### src/rtl/memory_stage.sv
// memory_stage: EM->MW stage with a stalling data-memory handshake, timeout error halt and dump halt.
module memory_stage #(
  parameter int TIMEOUT_CYCLES = 15
) (
  input  logic        clk,
  input  logic        rst,
  input  logic [15:0] inc_PC_in,
  input  logic [15:0] imm_2_in,
  input  logic [15:0] read_data_2_in,
  input  logic [15:0] ALU_result_in,
  input  logic        dump_in,
  input  logic        mem_write_en_in,
  input  logic        mem_enable_in,
  input  logic        reg_write_en_in,
  input  logic [1:0]  reg_src_in,
  input  logic [2:0]  write_reg_sel_in,
  output logic        dmem_req,
  output logic        dmem_we,
  output logic [15:0] dmem_addr,
  output logic [15:0] dmem_wdata,
  input  logic        dmem_ready,
  input  logic [15:0] dmem_rdata,
  output logic        stall_out,
  output logic [15:0] wb_data_MW_out,
  output logic        reg_write_en_MW_out,
  output logic [2:0]  write_reg_sel_MW_out,
  output logic        halt_out,
  output logic        err_out
);
  typedef enum logic [1:0] {IDLE, WAIT, HALT} state_t;
  state_t state, state_nx;
  logic [7:0] cnt, cnt_nx;
  logic done, timeout;
  logic [15:0] wb_sel;
  assign dmem_req   = rst & mem_enable_in & (state != HALT);
  assign dmem_we    = mem_write_en_in & dmem_req;
  assign dmem_addr  = ALU_result_in;
  assign dmem_wdata = read_data_2_in;
  // an instruction completes when it needs no memory or the memory answers
  assign done    = (state == IDLE) ? (~mem_enable_in | dmem_ready) : (state == WAIT) & dmem_ready;
  assign timeout = (state == WAIT) & ~dmem_ready & (cnt == 8'(TIMEOUT_CYCLES));
  assign stall_out = rst & ~done;
  assign wb_sel = reg_src_in[1] ? (reg_src_in[0] ? imm_2_in : inc_PC_in)
                                : (reg_src_in[0] ? dmem_rdata : ALU_result_in);
  always_comb begin
    state_nx = state;
    cnt_nx   = cnt;
    if (done) begin
      state_nx = dump_in ? HALT : IDLE;
      cnt_nx   = 8'd0;
    end else if (state == IDLE) begin
      state_nx = WAIT;
      cnt_nx   = 8'd1;
    end else if (state == WAIT) begin
      state_nx = timeout ? HALT : WAIT;
      cnt_nx   = timeout ? cnt : cnt + 8'd1;
    end
  end
  always_ff @(posedge clk or negedge rst) begin
    if (!rst) begin
      state                <= IDLE;
      cnt                  <= 8'd0;
      wb_data_MW_out       <= 16'd0;
      reg_write_en_MW_out  <= 1'b0;
      write_reg_sel_MW_out <= 3'd0;
      halt_out             <= 1'b0;
      err_out              <= 1'b0;
    end else begin
      state               <= state_nx;
      cnt                 <= cnt_nx;
      reg_write_en_MW_out <= done & reg_write_en_in;
      if (done) begin
        wb_data_MW_out       <= wb_sel;
        write_reg_sel_MW_out <= write_reg_sel_in;
      end
      halt_out <= halt_out | (state_nx == HALT);
      err_out  <= err_out | timeout;
    end
  end
endmodule
### config.mk
export PLATFORM = sky130hd
export DESIGN_NAME = memory_stage
export DESIGN_NICKNAME = d
export VERILOG_FILES = /design/src/rtl/memory_stage.sv
export SDC_FILE = /design/constraint.sdc
export NUM_CORES = 1
export LEC_CHECK = 0
export ABC_AREA = 1
export ABC_CLOCK_PERIOD_IN_PS = 2900
export BUFFER_PORTS_ARGS = -buffer_cell sky130_fd_sc_hd__buf_4
export CAP_MARGIN = 20
export CORE_AREA = 2 2 81 67
export CTS_BUF_LIST = sky130_fd_sc_hd__clkbuf_8
export CTS_CLUSTER_SIZE = 24
export DETAILED_ROUTE_END_ITERATION = 8
export DIE_AREA = 0 0 83 69
export PLACE_DENSITY = 0.85
export SLEW_MARGIN = 15
export SYNTH_ARGS = -nofsm -noshare
export SYNTH_HDL_FRONTEND = slang
export SYNTH_SLANG_ARGS = --single-unit
### constraint.sdc
create_clock -name clk -period 2.9 [get_ports clk]
set_input_delay 0.145 -clock clk [delete_from_list [all_inputs] [get_ports clk]]
set_output_delay 0.145 -clock clk [all_outputs]
set_load 0.05 [all_outputs]
== Yosys cells after proc, flatten, opt, wreduce, memory -nomap -nowiden ==
Cells that the tools add are included.
W data, S select, Z words.
Word-level totals
  logic and storage cells: 43
  bits of input ports: 92
  output and inout port bits: 57
  register bits after elaboration: 32
Operators by class
  multiplexer cells: 13
  add/sub/neg operators: 1
  reductions and logical operators: 3
  eq/ne operators: 5
  bitwise logic cells: 14
Operators by type and width (count)
  $mux W16: 3
  $mux W8: 4
  $mux W2: 5
  $add A8 B1 Y8 const B: 1
  $and A1 B1 Y1: 8
  $eq A8 B4 Y1 const B: 1
  $ne A3 B2 Y1 const B: 1
  $not A1 Y1: 3
  $or A1 B1 Y1: 3
  $reduce_bool A3 Y1: 1
  $eq A2 B1 Y1 const B: 1
  $eq A2 B2 Y1 const B: 1
  $logic_not A2 Y1: 1
  $ne A2 B2 Y1 const B: 1
  $reduce_and A2 Y1: 1
  $mux W1: 1

== Depth between registers and ports, before layout ==
  depth after elaboration: 9
  mapped depth: 9
  gate-level depth less buffers: 8

== Worst setup path before layout ==
No wires, ideal clock.
  path type: register to output
  start: reg state[1]
  end: out dmem_we
  data required time: 2.755 ns
  path buffers: 0
  setup slack: 0.502 ns
  arrival time: 2.253 ns
  cell stages (with the launch flop): 5
  cells stage by stage: dfrtp_1 inv_2 nor2_1 nor3_1 and2_1
Between the ends
  longest elaborated chain between the ends: 3
Ends and longest elaborated chain
  start: declaration: RTL line 31  | state_t state, state_nx;
  start signal: assignment: RTL line 69  | state <= state_nx;
  $ne A2 B2 Y1: RTL line 35  | assign dmem_req = rst & mem_enable_in & (state != HALT);
  $and A1 B1 Y1: RTL line 35
  named net dmem_req: RTL line 17  | output logic dmem_req,
  $and A1 B1 Y1: RTL line 36  | assign dmem_we = mem_write_en_in & dmem_req;
  end: declaration: RTL line 18  | output logic dmem_we,
The timed path passes the listed nets, and every way through them passes these cells.

== Worst setup path in the final report ==
  start: in rst
  end: out dmem_we
Between the ends
  longest elaborated chain between the ends: 3
Ends and longest elaborated chain
  start: declaration: RTL line 6  | input logic rst,
  $and A1 B1 Y1 (2 in series): RTL line 35
  $and A1 B1 Y1: RTL line 36
No other way between the ends.

==> flow_metrics.tcl <==
set metrics [dict create \
    hold_buffers 1 \
    postCtsSetupRepairBufs 0 \
    tns_ps 0 \
    crit_chain "dlygate4sd3_1, buf_4, inv_1, nor3_1, and2_1, buf_4" \
    status "finished, final reports clean" \
    die_x_um 83 \
    synth_seq_cells 32 \
    worst_slack_ps 928 \
    rrSetupSlack_ps 1290 \
    rsz0062_at_grt "no" \
    avgViaCountPerCell 4.83 \
    vdd_drop_max_mv 0.525 \
    finalClockSkew_ps 9.55 \
    synth_xor_area_frac 0 \
    worst-path-buf-inv 4 \
    vias 2219 \
    clk_path_buf_depth 2 \
    slew_headroom 0.505 \
    maxSlewViolCount 0 \
    setup_viol 0 \
    grtUsageMet3 0.0587 \
    firstDrtPassIters 4 \
    ios 149 \
    coreArea_sq_um 4920 \
    yosys_warnings 0 \
    htreeDepth 2 \
    p_leak_nw 1.51 \
    syn_nets 410 \
    drt_iter0_markers 112 \
    cp_slowest_cell "dlygate4sd3_1" \
    ys_seq_area_frac 0.366 \
    hpwlAfterDp_um 4530 \
    fill_cells 471 \
    synth_top_family_by_area "simple AND/OR/NAND/NOR gates" \
    finalHoldViolations 0 \
    cts_buffers 5 \
    postSynthCellCount 317 \
    worst_pin_slew_ps 742 \
    yosys.area_share.simple 0.300 \
    ant_nets 0 \
    track_usage 0.200 \
    drc 0 \
    clkTransAtPathRegs_ps 70 \
    io_buffers 116 \
    synth_area_sq_um 2190 \
    synth_compound_area_frac 0.133 \
    fin_crit_sh 0.680 \
    wire_per_inst_um 12.6 \
    cts.sinks 32 \
    preCtsSetupSlack_ps 1320 \
    period_minus_slack_ps 1970 \
    grt_pass1_wl_um 9380 \
    finalWirelength_um 5800 \
    cp-end-kind "primary output" \
    top_usage_layer "met2" \
    final_layout_size_suffix_gt1_frac 0.330 \
    total_power_mw 1.23 \
    cpPeakStageDelay_ps 530 \
    synthAdderAreaFrac 0.00572 \
    fmax_ghz 0.507 \
    rows 23 \
    place.gp.congestion 0.841 \
    critPathTopFamily "buffers and inverters" \
    dp.cells 450 \
    clk_latency_ps 280 \
    hp-class "primary input to flop" \
    avgSynthCellArea_sq_um 6.90 \
    ctsRootBufferMaster "clkbuf_8" \
    die_height_um 69 \
    cts_tree "done" \
    grt_overflow 0 \
    grt_max_degree 34 \
    start_util 0.444 \
    antenna_cells 0 \
    finalNetCount 489 \
    maxCapViolCount 0 \
    synth_cell_types 24 \
    crit_path_max_fanout 33 \
    dieArea_sq_um 5730 \
    area_growth_pct 33.9 \
    instances_no_fill 459 \
    critPathRequiredTime_ps 2760 \
    power.density_nw_per_um2 422 \
    synthMuxAreaShare 0 \
    met2_usage 0.338 \
    antenna_found_initial 0 \
    first_global_vias 2100 \
    globalRouteMet1Util 0.252 \
    criticalPathCategory "primary input to primary output" \
    arrival_ps 1830 \
    path_common_cell "buf_4" \
    cp-start-kind "primary input" \
    cts_resized 0 \
]
-- kinds of logic (layout without fill, tap and decap cells) --
group	Yosys count	count (layout)
and+or+nand+nor	160	160
buffers and inverters	70	150
AOI/OAI and AO/OA	54	54
DFF	32	32
adders and majority gates	1	1
-- cells in the final DEF (no fill, tap or decap) --
| master | synthesis | layout |
|---|---|---|
| a31oi_1 | 16 | 16 |
| and2_1 | 1 | 1 |
| buf_4 | 35 | 117 |
| bufinv_16 | 0 | 1 |
| clkbuf_8 | 0 | 5 |
| clkinv_1 | 1 | 1 |
| clkinv_2 | 0 | 1 |
| clkinvlp_4 | 0 | 1 |
| dfrtp_1 | 32 | 32 |
| dlygate4sd3_1 | 0 | 1 |
| ha_1 | 1 | 1 |
| inv_1 | 22 | 22 |
| inv_2 | 1 | 1 |
| nand2_1 | 40 | 40 |
| nand2_2 | 2 | 2 |
| nand2_4 | 1 | 1 |
| nand3_1 | 11 | 11 |
| nand3b_1 | 1 | 1 |
| nand4_1 | 5 | 5 |
| nor2_1 | 93 | 93 |
| nor2_2 | 1 | 1 |
| nor3_1 | 4 | 4 |
| o21ai_0 | 38 | 38 |
| or2_2 | 1 | 1 |
-- power by group --
group	leakage (nW)	internal (mW)	switching, mW
clock network	0.0541	0.254	0.172
registers	0.386	0.465	0.0110
logic	1.07	0.132	0.200
-- Yosys cell counts --
cell type | number | area [sq um]
clkbuf_2 | 1 | 5.00
buf_8 | 1 | 15.0
nand2_1 | 40 | 150
nand3b_1 | 1 | 7.51
nand4_1 | 5 | 31.3
nand2_2 | 2 | 12.5
nand3_1 | 11 | 55.1
nor2_2 | 1 | 6.26
clkinv_1 | 1 | 3.75
nor2_1 | 93 | 349
clkbuf_1 | 3 | 11.3
dfrtp_1 | 32 | 801
inv_1 | 22 | 82.6
buf_4 | 35 | 263
or2_2 | 1 | 6.26
nor3_1 | 4 | 20.0
inv_2 | 1 | 3.75
ha_1 | 1 | 12.5
buf_2 | 4 | 20.0
o21ai_0 | 38 | 190
a31oi_1 | 16 | 100
buf_6 | 2 | 22.5
nand2_4 | 1 | 11.3
and2_1 | 1 | 6.26
-- final timing paths --
kind | from | to | depth (start not counted)
setup / recovery | rst | dmem_we | 6
hold / removal | write_reg_sel_in[0] | write_reg_sel_MW_out[0] | 3
setup reg to reg | state[0] | halt_out | 8
hold reg to reg | err_out | err_out | 2
max in group asynchronous | rst | wb_data_MW_out[14] | 2
min in group asynchronous | rst | cnt[7] | 2
-- worst register-to-register path, stage by stage (launching register included) --
cell,delay (ps)
dfrtp_1,410
nor2_2,190
nand2_1,80
nand2_2,240
buf_4,320
nand2_1,90
nand3_1,120
nand2_1,60
nand2_1,50
-- area by class of cell --
class | count | area [sq um] | share of cell area
inverters | 24 | 90.1 | 0.0308
repair buffers | 118 | 888 | 0.304
clock buffers | 5 | 68.8 | 0.0235
well taps | 62 | 77.6 | 0.0265
flip-flops and latches | 32 | 801 | 0.274
multi-input cells | 215 | 958 | 0.327
clock inverters | 3 | 42.5 | 0.0145
-- sequential cells by signal (all words and copies together) (netlist names) --
register and flops:
halt_out 1, reg_write_en_MW_out 1, state 2, cnt 8, err_out 1, wb_data_MW_out 16
write_reg_sel_MW_out 3
-- metal layers --
layer | wire [um] | up-vias
met4 | 27 | 0
li1 | - | 1140
met2 | 2800 | 96
met5 | 0 | -
met1 | 2530 | 981
met3 | 438 | 2
-- through the flow --
| step | hold WS (ps) | instance area, sq um | util |
|---|---|---|---|
| floorplan | -151 | 2190 | - |
| global placement | 105 | 2810 | 0.570 |
| detailed placement | 113 | 2810 | 0.570 |
| CTS | 55.9 | 2930 | 0.595 |
| global route | 73.3 | 2930 | 0.595 |
| finish | 65.3 | 2930 | 0.595 |
Note: power is estimated with default switching activity, not from simulation.
